<file path="src/rtl/i2c_apb_arb.sv">
// i2c_apb_arb: two-requester round-robin arbiter and sequencer in front of
// the i2c_core APB slave port. Each grant runs one fixed-length SETUP/ACCESS
// transfer (the slave has no pready) and ends with a one-cycle done pulse to
// the requester that owned the bus.
// Optional feature: define I2C_ARB_LOCK_EN to let the owner keep the bus for
// back-to-back transfers while it holds its lock input high. Without the
// macro the lock inputs are ignored and arbitration is pure round-robin.
module i2c_apb_arb #(
  parameter int AW = 8,
  parameter int DW = 32
) (
  input  logic          pclk,
  input  logic          prst,
  input  logic          req0,
  input  logic          req1,
  input  logic          we0,
  input  logic          we1,
  input  logic [AW-1:0] addr0,
  input  logic [AW-1:0] addr1,
  input  logic [DW-1:0] wdata0,
  input  logic [DW-1:0] wdata1,
  input  logic          lock0,
  input  logic          lock1,
  output logic          done0,
  output logic          done1,
  output logic [DW-1:0] rdata0,
  output logic [DW-1:0] rdata1,
  output logic          owner,
  output logic          busy,
  output logic          psel,
  output logic          penable,
  output logic          pwrite,
  output logic [AW-1:0] paddr,
  output logic [DW-1:0] pwdata,
  input  logic [DW-1:0] prdata
);

  typedef enum logic [1:0] {IDLE, SETUP, ACCESS, DONE} state_t;

  state_t state_q, state_d;
  logic   ptr_q, ptr_d;     // requester preferred when both ask
  logic   hold_q, hold_d;   // owner keeps the bus across transfers
  logic   owner_d;
  logic   grant;
  logic   elig0, elig1;
  logic   lock_owner;

`ifdef I2C_ARB_LOCK_EN
  assign lock_owner = owner ? lock1 : lock0;
`else
  // Lock inputs stay on the port list so instantiations do not change.
  logic unused_lock;
  assign unused_lock = lock0 ^ lock1;
  assign lock_owner  = 1'b0;
`endif

  // Next state, grant decision, pointer and lock-hold update.
  always_comb begin
    // NOTE: every signal driven here gets a default first, so no path can
    // leave one unassigned and infer a latch.
    state_d = state_q;
    ptr_d   = ptr_q;
    hold_d  = hold_q;
    owner_d = owner;
    elig0   = req0;
    elig1   = req1;
    grant   = 1'b0;
    case (state_q)
      IDLE: begin
        if (hold_q) begin
          if (lock_owner) begin
            // Only the locking owner may be granted; the other one waits.
            elig0 = req0 & ~owner;
            elig1 = req1 &  owner;
          end else begin
            hold_d = 1'b0;
          end
        end
        if (elig0 | elig1) begin
          grant   = 1'b1;
          owner_d = (elig0 & elig1) ? ptr_q : elig1;
          state_d = SETUP;
        end
      end
      SETUP:  state_d = ACCESS;
      ACCESS: state_d = DONE;
      DONE: begin
        state_d = IDLE;
        hold_d  = lock_owner;
        if (!lock_owner) ptr_d = ~owner;
      end
      default: state_d = IDLE;
    endcase
  end

  // State register.
  always_ff @(posedge pclk) begin
    if (prst) state_q <= IDLE;
    else      state_q <= state_d;
  end

  // Registered outputs and arbitration bookkeeping, all derived from the
  // state being entered so every output is a flop.
  always_ff @(posedge pclk) begin
    // NOTE: non-blocking assignments here, so every flop samples the values
    // from before this edge regardless of statement order.
    if (prst) begin
      ptr_q   <= 1'b0;
      hold_q  <= 1'b0;
      owner   <= 1'b0;
      busy    <= 1'b0;
      psel    <= 1'b0;
      penable <= 1'b0;
      pwrite  <= 1'b0;
      paddr   <= '0;
      pwdata  <= '0;
      done0   <= 1'b0;
      done1   <= 1'b0;
      rdata0  <= '0;
      rdata1  <= '0;
    end else begin
      ptr_q   <= ptr_d;
      hold_q  <= hold_d;
      owner   <= owner_d;
      busy    <= (state_d != IDLE);
      psel    <= (state_d == SETUP) || (state_d == ACCESS);
      penable <= (state_d == ACCESS);
      done0   <= (state_d == DONE) && !owner_d;
      done1   <= (state_d == DONE) &&  owner_d;
      // APB fields change only on a grant and hold until the next one.
      if (grant) begin
        pwrite <= owner_d ? we1    : we0;
        paddr  <= owner_d ? addr1  : addr0;
        pwdata <= owner_d ? wdata1 : wdata0;
      end
      // Read data is captured at the end of ACCESS; writes leave it alone.
      if (state_q == ACCESS && !pwrite) begin
        if (owner) rdata1 <= prdata;
        else       rdata0 <= prdata;
      end
    end
  end

endmodule
</file>
<file path="config.mk">
export PLATFORM = sky130hd
export DESIGN_NAME = i2c_apb_arb
export DESIGN_NICKNAME = d
export VERILOG_FILES = /design/src/rtl/i2c_apb_arb.sv
export SDC_FILE = /design/constraint.sdc
export NUM_CORES = 1
export LEC_CHECK = 0
export BUFFER_PORTS_ARGS = -buffer_cell sky130_fd_sc_hd__buf_4
export CORE_MARGIN = 4
export CORE_UTILIZATION = 40
export DETAILED_ROUTE_END_ITERATION = 16
export HOLD_SLACK_MARGIN = 0.02
export PLACE_DENSITY = 0.74
export SLEW_MARGIN = 20
export SYNTH_ARGS = -nofsm -noshare
export SYNTH_HDL_FRONTEND = slang
export SYNTH_SLANG_ARGS = --single-unit
</file>
<file path="constraint.sdc">
create_clock -name pclk -period 2.63 [get_ports pclk]
set_input_delay 0.3945 -clock pclk [delete_from_list [all_inputs] [get_ports pclk]]
set_output_delay 0.3945 -clock pclk [all_outputs]
set_load 0.01 [all_outputs]
</file>
* Word level (Yosys, flattened, before mapping)
Cells that the tools add are included.
** Word-level totals
- Output and inout port bits :: 111
- Register bits :: 114
- Input port bits :: 120
- Logic and storage cells :: 44
** Cells by class
- Muxes and demuxes :: 12
- Bitwise logic cells :: 3
- Reductions and logical operators :: 10
- Eq/ne operators :: 6
** Operators with widths (count)
- 32-bit 2-to-1 mux :: 1
- 2-bit == test, second input constant :: 4
- 1-bit 2-to-1 mux :: 8
- 8-bit 2-to-1 mux :: 1
- 2-bit case mux with 4 select lines :: 1
- 2-bit by 1-bit == test with 1-bit output, second input constant :: 2
- 2-bit AND reduction :: 2
- 1-bit logical AND :: 3
- 1-bit logical NOT :: 2
- 2-bit logical NOT :: 1
- 2-bit 2-to-1 mux :: 1
- 2-bit nonzero test :: 1
- 1-bit AND :: 1
- 1-bit logical OR :: 1
- 1-bit NOT :: 1
- 1-bit bitwise OR :: 1

* Depth between registers and ports, before layout
Gate-level depths: netlist of the first run.
- Depth in word-level cells :: 8
- Depth in mapped cells :: 7
- Depth with buffers taken out :: 6

* Worst setup path after synthesis of the first run
No wires, ideal clock.
- Path type :: reg2reg
- Start :: register state_q[0]
- End :: register psel
- Path slack :: 0.813 ns
- Cell stages (with the launch flop) :: 7
- Library setup time :: 0.126 ns
- Required time :: 2.504 ns
- Clock period less this slack :: 1.817 ns
- Data arrival time :: 1.691 ns
- Cells stage by stage :: dfxtp_1 > inv_1 > ha_1 > or4b_2 > o21ai_0 > ha_1 > nor2b_1
** Between the ends
- Longest elaborated chain between the ends :: 4
** RTL lines
- start: declaration :: RTL line 40 : state_t state_q, state_d;
- start signal: assignment :: RTL line 99 : else state_q <= state_d;
- 2-bit == test, or another cell as far along :: RTL line 68 : case (state_q)
- 2-bit case mux with 4 select lines * :: RTL line 68
- 2-bit by 1-bit == test with 1-bit output or 2-bit == test (tied branches) :: RTL line 126 : psel <= (state_d == SETUP) || (state_d == ACCESS);
- 1-bit logical OR * :: RTL line 126
- end signal: assignment :: RTL line 126
- end: declaration :: RTL line 30 : output logic psel,
Mark *: on every way between the ends. The rest lies on a longest branch, timed or not.
A chain may end at the register's enable or synchronous reset.

* Worst setup path in the final report of the first run
- Start :: register state_q[0]
- End :: register pwdata[25]
** Between the ends
- Longest elaborated chain between the ends :: 3
** RTL lines
- 2-bit logical NOT * :: RTL line 68
- 1-bit 2-to-1 mux :: RTL line 68
- 32-bit 2-to-1 mux :: RTL line 134 : pwdata <= owner_d ? wdata1 : wdata0;
- end signal: assignment :: RTL line 134
- end: declaration :: RTL line 34 : output logic [DW-1:0] pwdata,
Marked as above.

==> results of run 1 <==
## flip-flops by register name (all words and copies together), names as in the netlist
name,cells
pwdata,32
rdata0,32
rdata1,32
paddr,8
state_q,2
busy,1
done0,1
done1,1
owner,1
penable,1
psel,1
ptr_q,1
pwrite,1
## worst max-delay path: cells and delay by family, from the launching register on
family / cells / cell delay [ns]
buffers and inverters: 2 / 0.48
adders and majority gates: 1 / 0.31
AOI/OAI and AO/OA: 2 / 0.41
and+or+nand+nor: 1 / 0.44
DFF: 1 / 0.33
## per-stage QoR
step / utilization / setup WS [ns] / instance area [um^2] / instances / total power [mW]
final: 0.626 / 0.551 / 6900 / 913 / 6.35
after CTS: 0.626 / 0.540 / 6900 / 913 / 6.42
after global placement: 0.578 / 0.569 / 6370 / 883 / 4.28
after detailed placement: 0.578 / 0.487 / 6370 / 883 / 4.35
after global routing: 0.626 / 0.315 / 6900 / 913 / 6.73
after floorplan: - / 0.813 / 4600 / 558 / 3.40
## area by class of cell
type,instances,area share
timing repair buffer,240,0.263
clock buffer,25,0.0732
clock inverter,5,0.00399
inverter,44,0.0239
sequential,114,0.331
tap,140,0.0254
multi-input combinational,345,0.280
## how the worst min path moves through the flow
stage / startpoint / endpoint / cells after the start
final: prdata[15] / rdata0[15] / 3
after global routing: prdata[30] / rdata1[30] / 3
after CTS: prdata[15] / rdata0[15] / 3
after detailed placement: rdata1[24] / rdata1[24] / 2
after global placement: rdata0[11] / rdata0[11] / 2
after floorplan: pwdata[31] / pwdata[31] / 2
## cells in the final DEF (no fill, tap or decap), drive strengths merged
cell      Yosys  routed
or4b          1       1
buf          26     240
inv          44      44
clkbuf       29      25
dfxtp       114     114
nand2b        3       3
ha            6       6
and2          1       1
o21ai         2       2
or3b          1       1
and3b         2       2
nand2       128     128
nor2b         2       2
nor3b         2       2
a21boi        2       2
o32ai        41      41
clkinv        0       4
a21oi       106     106
nand3b        1       1
a211oi       42      42
nor2          5       5
clkinvlp      0       1
## logic make-up after synthesis
logic type                 Yosys count
and+or+nand+nor                    146
adders and majority gates            6
AOI/OAI and AO/OA                  193
buffers and inverters               99
DFF                                114
## routing by layer
metal / part of all wire / wire, um
met5: 0 / 0
met4: 0.015 / 223
met3: 0.11 / 1590
met2: 0.49 / 7220
met1: 0.39 / 5820
## power breakdown
part           total, mW  internal (mW)  switching, mW
combinational       2.03          0.922           1.10
sequential          2.28           2.08          0.201
clock               2.05           1.31          0.738
total               6.35           4.31           2.04
==> impl_metrics.ini, run 1 <==
[synth]
synth_fa_ha_area_frac = 0.0163
synth_top_cells_by_area = dfxtp_1 50%, a21oi_1 12%, nand2_1 10%
synth_top_area_frac = 0.496
synth_top_cell_by_area = dfxtp_1
yosysUniqueCellTypes = 24
seq_area_frac_synth = 0.496
ys_ff_latch = 114
synth_edf_count = 0
syn_avg_cell_area_um2 = 8.24
syn_nets = 684
synth_top_family_by_area = compound AO/OA/AOI/OAI gates
ys_async_sr_fraction = 0
yosysMostFrequentCell = nand2_1
synthSimpleGateAreaFrac = 0.131
yosysWarnings = 0
syn_area_um2 = 4600
synth_common_cells = 128 x nand2_1, 114 x dfxtp_1, 106 x a21oi_1
synth_xor_area_frac = 0
synth-compound-area-share = 0.269
netlist_instances = 558
ys.flop_type = dfxtp_1
post_synth_mux_area_share = 0

[worst_setup_path]
cp_max_fo = 24
required_ns = 2.93
slowest_delay_ns = 0.44
cp.arrival_ns = 2.38
end_kind = register
critical_path.cell_chain = inv_1 > ha_1 > and2_1 > buf_4 > a211oi_1 > o32ai_1
cp-startpoint = state_q[0]
path_class = reg2reg
endpoint = pwdata[25]
r2r_end = pwdata[25]
r2r_cells = 6
rr_startpoint = state_q[0]
setup.worst_path.start_class = register
rrSetupSlack_ns = 0.55
slowest_stage = and2_1

[clock_network]
clk_pin_slew_worst_paths_ns = 0.05
numCtsBuffers = 17
cts_sinks = 114
holdBufCountCts = 0
cts_tree = built
cts_max_level = 4
clk_latency_ns = 0.39
cts_setup_buffers = 0
clock-root-buffer = clkbuf_16
cts.path.max_buffers = 2
cts_resized = 0

[global_routing]
grt_pass1_wl_um = 23100
antenna_found_initial = 0
grt_use_total = 0.217
use_met3 = 0.0895
grt_max_degree = 74
grt_pass1_vias = 4689
met1_usage = 0.250
busiest_layer = met2
grt-ovfl-total = 0
use_met2 = 0.364

[place]
gp_congestion = 0.830
dp_hpwl_um = 10500
io_buffers = 228

[timing]
worst_pin_slew_ns = 0.739
fin_tns_setup_ns = 0
relSlewSlack = 0.508
fin_crit_sh = 0.790
hold_viol_final = 0
drv_slew = 0
finalCriticalPeriod_ns = 2.08
setup_viol = 0
whs_ns = 0.252
rsz0062_at_grt = false
max_freq_mhz = 481
finalClockSkew_ns = 0.00484

[routing]
via_per_inst = 5.19
post-route-drc-count = 0
drt-total-wl_um = 14800
antenna_left = 0
via_count = 4734
first_iter_violations = 329
dr.pass1.iters = 4
routedWlPerCell_um = 16.3

[floorplanning]
die_area_um2 = 13300
rows = 38
core-area_um2 = 11000
start_util = 0.417
ios = 231
die_x_um = 115
die_y_um = 115

[cells_and_area]
num-fill-cells = 964
multi_input_area_um2 = 1930
syn_to_final_growth_pct = 50.1
antenna_cells = 0
seqCellArea_um2 = 2280
fin_nets = 888
drive_gt1_frac = 0.352

[power_and_ir_drop]
p_per_area_nw_per_um2 = 920
cellLeakagePower_nw = 2.93
ir_drop_v = 0.000485

[flow_run]
max-cap-violations = 0

[outcome]
status = finished clean

[hold_path]
hp-class = in2reg
Power figures use the tool's default switching activity.
==> inputs of run 2 (changes only) <==
--- a/config.mk
+++ b/config.mk
@@ -5,12 +5,13 @@
 export SDC_FILE = /design/constraint.sdc
 export NUM_CORES = 1
 export LEC_CHECK = 0
+export ABC_AREA = 1
 export BUFFER_PORTS_ARGS = -buffer_cell sky130_fd_sc_hd__buf_4
 export CORE_MARGIN = 4
 export CORE_UTILIZATION = 40
 export DETAILED_ROUTE_END_ITERATION = 16
 export HOLD_SLACK_MARGIN = 0.02
-export PLACE_DENSITY = 0.74
+export PLACE_DENSITY = 0.73
 export SLEW_MARGIN = 20
 export SYNTH_ARGS = -nofsm -noshare
 export SYNTH_HDL_FRONTEND = slang
==> constraint.sdc (replaced) <==
create_clock -name pclk -period 2 [get_ports pclk]
set_input_delay 0.3 -clock pclk [delete_from_list [all_inputs] [get_ports pclk]]
set_output_delay 0.3 -clock pclk [all_outputs]
set_load 0.01 [all_outputs]
==> impl_metrics.ini, run 2 <==
[outcome]
status = finished clean

[synth]
yosysMostFrequentCell = inv_1
netlist_instances = 671
syn_nets = 797
seq_area_frac_synth = 0.471
yosysWarnings = 0
synth_common_cells = 151 x inv_1, 130 x nand2_1, 114 x dfxtp_1
synth_top_area_frac = 0.471
ys_async_sr_fraction = 0
syn_area_um2 = 4840
synth_top_cell_by_area = dfxtp_1
synth_top_cells_by_area = dfxtp_1 47%, inv_1 12%, a21oi_1 10%
synth_edf_count = 0
syn_avg_cell_area_um2 = 7.22
ys_ff_latch = 114
yosysUniqueCellTypes = 18
ys.flop_type = dfxtp_1

[clock_network]
cts.path.max_buffers = 2
cts_tree = built
cts_max_level = 4
cts_sinks = 114
clock-root-buffer = clkbuf_16
holdBufCountCts = 0
numCtsBuffers = 17
cts_setup_buffers = 0
clk_pin_slew_worst_paths_ns = 0.05
clk_latency_ns = 0.40
cts_resized = 0

[worst_setup_path]
r2r_end = rdata1[12]
cp_max_fo = 17
rr_startpoint = state_q[0]
end_kind = register
r2r_cells = 6
required_ns = 2.28
rrSetupSlack_ns = 0.26
cp.arrival_ns = 2.02
path_class = reg2reg
setup.worst_path.start_class = register

[routing]
drt-total-wl_um = 13100
via_count = 4728
first_iter_violations = 305
dr.pass1.iters = 4
via_per_inst = 4.52
post-route-drc-count = 0
routedWlPerCell_um = 12.5
antenna_left = 0

[power_and_ir_drop]
cellLeakagePower_nw = 3.73
ir_drop_v = 0.000530
p_per_area_nw_per_um2 = 1290

[timing]
relSlewSlack = 0.671
drv_slew = 0
whs_ns = 0.113
fin_crit_sh = 0.870
fin_tns_setup_ns = 0
finalClockSkew_ns = 0.0145
rsz0062_at_grt = false
hold_viol_final = 0
finalCriticalPeriod_ns = 1.74
worst_pin_slew_ns = 0.494
setup_viol = 0
max_freq_mhz = 574
setup_ws_ns = 0.259

[cells_and_area]
layout_common_cells = 236 x buf_4, 151 x inv_1, 129 x nand2_1, 114 x dfxtp_1, 98 x a21oi_1
design_area_um2 = 7240
drive_gt1_frac = 0.322
final_common_cell = buf_4
reg_top3 = pwdata x32, rdata0 x32, rdata1 x32
syn_to_final_growth_pct = 49.6
fin_nets = 1017
antenna_cells = 0

[global_routing]
antenna_found_initial = 0
grt-ovfl-total = 0
grt_pass1_vias = 4417
grt_use_total = 0.189
grt_max_degree = 65
grt_pass1_wl_um = 21500

[floorplanning]
die_y_um = 118
ios = 231
die_x_um = 118
die_area_um2 = 13900
rows = 39
start_util = 0.417
core-area_um2 = 11600

[place]
dp_hpwl_um = 9560
postPlaceCellArea_um2 = 6660
gp_congestion = 0.763
io_buffers = 228
dpl_worst_slack_ns = 0.257

[hold_path]
min_path_cells = 2
hp-class = in2reg
min_from = prst
min_to = penable

[flow_run]
max-cap-violations = 0
==> run 2: kinds of logic after synthesis <==
| group | share of synthesized area |
|---|---|
| AO/OA/AOI/OAI | 0.229 |
| adder cells (fa/ha/maj) | 0.0155 |
| buffers and inverters | 0.168 |
| flip-flops | 0.471 |
| AND/OR/NAND/NOR | 0.116 |
==> run 2: worst max path at each step <==
stage	startpoint	to	cells after the start
after floorplan	state_q[0]	psel	9
after global placement	state_q[0]	rdata1[7]	6
after detailed placement	state_q[0]	rdata1[7]	6
after CTS	state_q[0]	rdata1[12]	6
after global routing	state_q[0]	rdata1[8]	6
final	state_q[0]	rdata1[12]	6
==> run 2: metal layers <==
metal | part of all wire | track usage
met5 | 0 | 0
met4 | 0.0070 | 0.0491
met3 | 0.11 | 0.0841
met2 | 0.45 | 0.303
met1 | 0.43 | 0.230
==> run 2: metrics by stage <==
stage	instances	utilization	power [mW]
after floorplan	671	-	5.14
after global placement	1015	0.574	6.49
after detailed placement	1015	0.574	6.55
after CTS	1047	0.624	9.50
after global routing	1047	0.624	10.1
final	1047	0.624	9.37
==> run 2: final cells by class <==
class,count,area [um^2]
Clock buffer,20,447
Clock inverter,12,131
Fill cell,1120,4370
Inverter,155,582
Multi-Input combinational cell,362,1750
Sequential cell,114,2280
Tap cell,143,179
Timing Repair Buffer,241,1870
==> run 2: critical path: stages, from the launching register on <==
cell and delay, ns:
dfxtp_1 0.33, inv_1 0.12, ha_1 0.24, nand3_2 0.40, buf_12 0.31, o21ai_0 0.16
a21oi_1 0.07
==> run 2: where the power goes <==
part / leakage [nW] / internal [mW] / switching (mW) / total, mW
clock network: 0.273 / 1.87 / 1.04 / 2.91
registers: 0.934 / 2.87 / 0.310 / 3.18
logic: 2.52 / 1.46 / 1.82 / 3.28
total: 3.73 / 6.19 / 3.18 / 9.37
==> inputs of run 3 (changes only) <==
--- a/config.mk
+++ b/config.mk
@@ -8,10 +8,10 @@
 export ABC_AREA = 1
 export BUFFER_PORTS_ARGS = -buffer_cell sky130_fd_sc_hd__buf_4
 export CORE_MARGIN = 4
-export CORE_UTILIZATION = 40
+export CORE_UTILIZATION = 35
 export DETAILED_ROUTE_END_ITERATION = 16
 export HOLD_SLACK_MARGIN = 0.02
-export PLACE_DENSITY = 0.73
+export PLACE_DENSITY = 0.65
 export SLEW_MARGIN = 20
 export SYNTH_ARGS = -nofsm -noshare
 export SYNTH_HDL_FRONTEND = slang
==> impl_metrics.ini, run 3 (synthesis results as in run 2) <==
[global_routing]
grt_use_total = 0.170
busiest_layer = met2
antenna_found_initial = 0
grt_pass1_wl_um = 21600
use_met3 = 0.0923
grt-ovfl-total = 0
grt_pass1_vias = 4295
grt_max_degree = 65
use_met2 = 0.260
met1_usage = 0.206

[power_and_ir_drop]
ir_drop_v = 0.000519
swShare = 0.331
p_clk_frac = 0.332
p_comb_frac = 0.339
seq_power_share = 0.328
intPower_mw = 6.47
p_switching_mw = 3.21
p_per_area_nw_per_um2 = 1320
cellLeakagePower_nw = 3.75

[cells_and_area]
layout_common_cells = 234 x buf_4, 151 x inv_1, 129 x nand2_1, 114 x dfxtp_1, 98 x a21oi_1
instances_no_fill = 1079
drive_gt1_frac = 0.323
design_area_um2 = 7350
antenna_cells = 0
reg_top3 = pwdata x32, rdata0 x32, rdata1 x32
num-fill-cells = 1323
fin_nets = 1016
syn_to_final_growth_pct = 51.7
final_common_cell = buf_4
final_util = 0.548

[clock_network]
cts_sinks = 114
numCtsBuffers = 17
cts_tree = built
clock-root-buffer = clkbuf_16
cts_resized = 0
cts_max_level = 4
holdBufCountCts = 0
clk_latency_ns = 0.41
clk_pin_slew_worst_paths_ns = 0.05
cts.path.max_buffers = 2
cts_setup_buffers = 0

[timing]
finalClockSkew_ns = 0.00701
fin_crit_sh = 0.850
finalCriticalPeriod_ns = 1.70
setup_viol = 0
rsz0062_at_grt = false
setup_ws_ns = 0.299
fin_tns_setup_ns = 0
relSlewSlack = 0.695
hold_viol_final = 0
max_freq_mhz = 588
drv_slew = 0
worst_pin_slew_ns = 0.458

[place]
postPlaceCellArea_um2 = 6710
io_buffers = 228
dp_hpwl_um = 9620
dpl_worst_slack_ns = 0.252
place_inst = 1047
gp_congestion = 0.758

[hold_path]
min_path_cells = 2
min_to = busy
hp-class = in2reg
min_from = prst

[worst_setup_path]
required_ns = 2.28
r2r_cells = 6
setup.worst_path.start_class = register
r2r_end = rdata1[2]
cp.arrival_ns = 1.98
rrSetupSlack_ns = 0.30
cp_max_fo = 16
rr_startpoint = state_q[0]
end_kind = register
path_class = reg2reg

[floorplanning]
die_y_um = 126
ios = 231
die_x_um = 126
start_util = 0.361
rows = 42
core-area_um2 = 13400
die_area_um2 = 15800

[routing]
via_per_inst = 4.33
first_iter_violations = 184
drt-total-wl_um = 13500
post-route-drc-count = 0
routedWlPerCell_um = 12.5
antenna_left = 0
dr.pass1.iters = 4
via_count = 4676

[outcome]
status = finished clean

[flow_run]
max-cap-violations = 0
-- run 3: cell types whose count changed in the layout (fill, tap and decap cells not counted) --
cell | previous run | this run
inv_6 | 2 | 1
clkbuf_8 | 1 | 2
buf_4 | 236 | 234
clkbuf_1 | 2 | 0
buf_12 | 5 | 6
bufinv_16 | 2 | 4
-- run 3: routing by layer --
metal  vias to the layer above  routed length, um
met5                         -                  0
met4                         0                208
met3                        20               1650
met2                       185               5860
met1                      1966               5760
li1                       2505                  -
-- run 3: worst max-delay path, cell delays in order (launching register included) --
cell	delay (ns)
dfxtp_1	0.33
inv_1	0.12
ha_1	0.22
nand3_2	0.36
buf_4	0.31
o21ai_1	0.18
a21oi_1	0.06
-- run 3: area by class of cell --
| type | instances | area, um^2 | area share |
|---|---|---|---|
| clock buffers | 19 | 453 | 0.0617 |
| clock inverters | 13 | 183 | 0.0249 |
| inverters | 155 | 582 | 0.0792 |
| multi-input cells | 362 | 1750 | 0.238 |
| flip-flops and latches | 114 | 2280 | 0.311 |
| well taps | 176 | 220 | 0.0300 |
| repair buffers | 240 | 1880 | 0.255 |
-- run 3: power by group through the flow --
stage               clock network, mW  registers [mW]  logic, mW
floorplan                           0            3.47       1.67
global placement                    0            3.20       3.33
detailed placement                  0            3.22       3.34
CTS                              3.28            3.19       3.35
global route                     3.41            3.26       3.66
finish                           3.22            3.18       3.29
-- run 3: worst max-delay path by stage --
stage                     slack [ns]        from         end
after floorplan                 0.47  state_q[0]        psel
after global placement          0.26  state_q[0]   rdata1[2]
after detailed placement        0.25  state_q[0]   rdata1[2]
after CTS                       0.25  state_q[0]   rdata1[2]
after global routing            0.12  state_q[0]  rdata1[23]
final                           0.30  state_q[0]   rdata1[2]
-- run 3: per-stage QoR --
step           hold slack [ns]  total power, mW
2_1_floorplan            0.367             5.14
3_3_place_gp             0.431             6.53
3_5_place_dp             0.435             6.55
4_1_cts                 0.0841             9.82
5_1_grt                 0.0819             10.3
6_report                0.0998             9.68
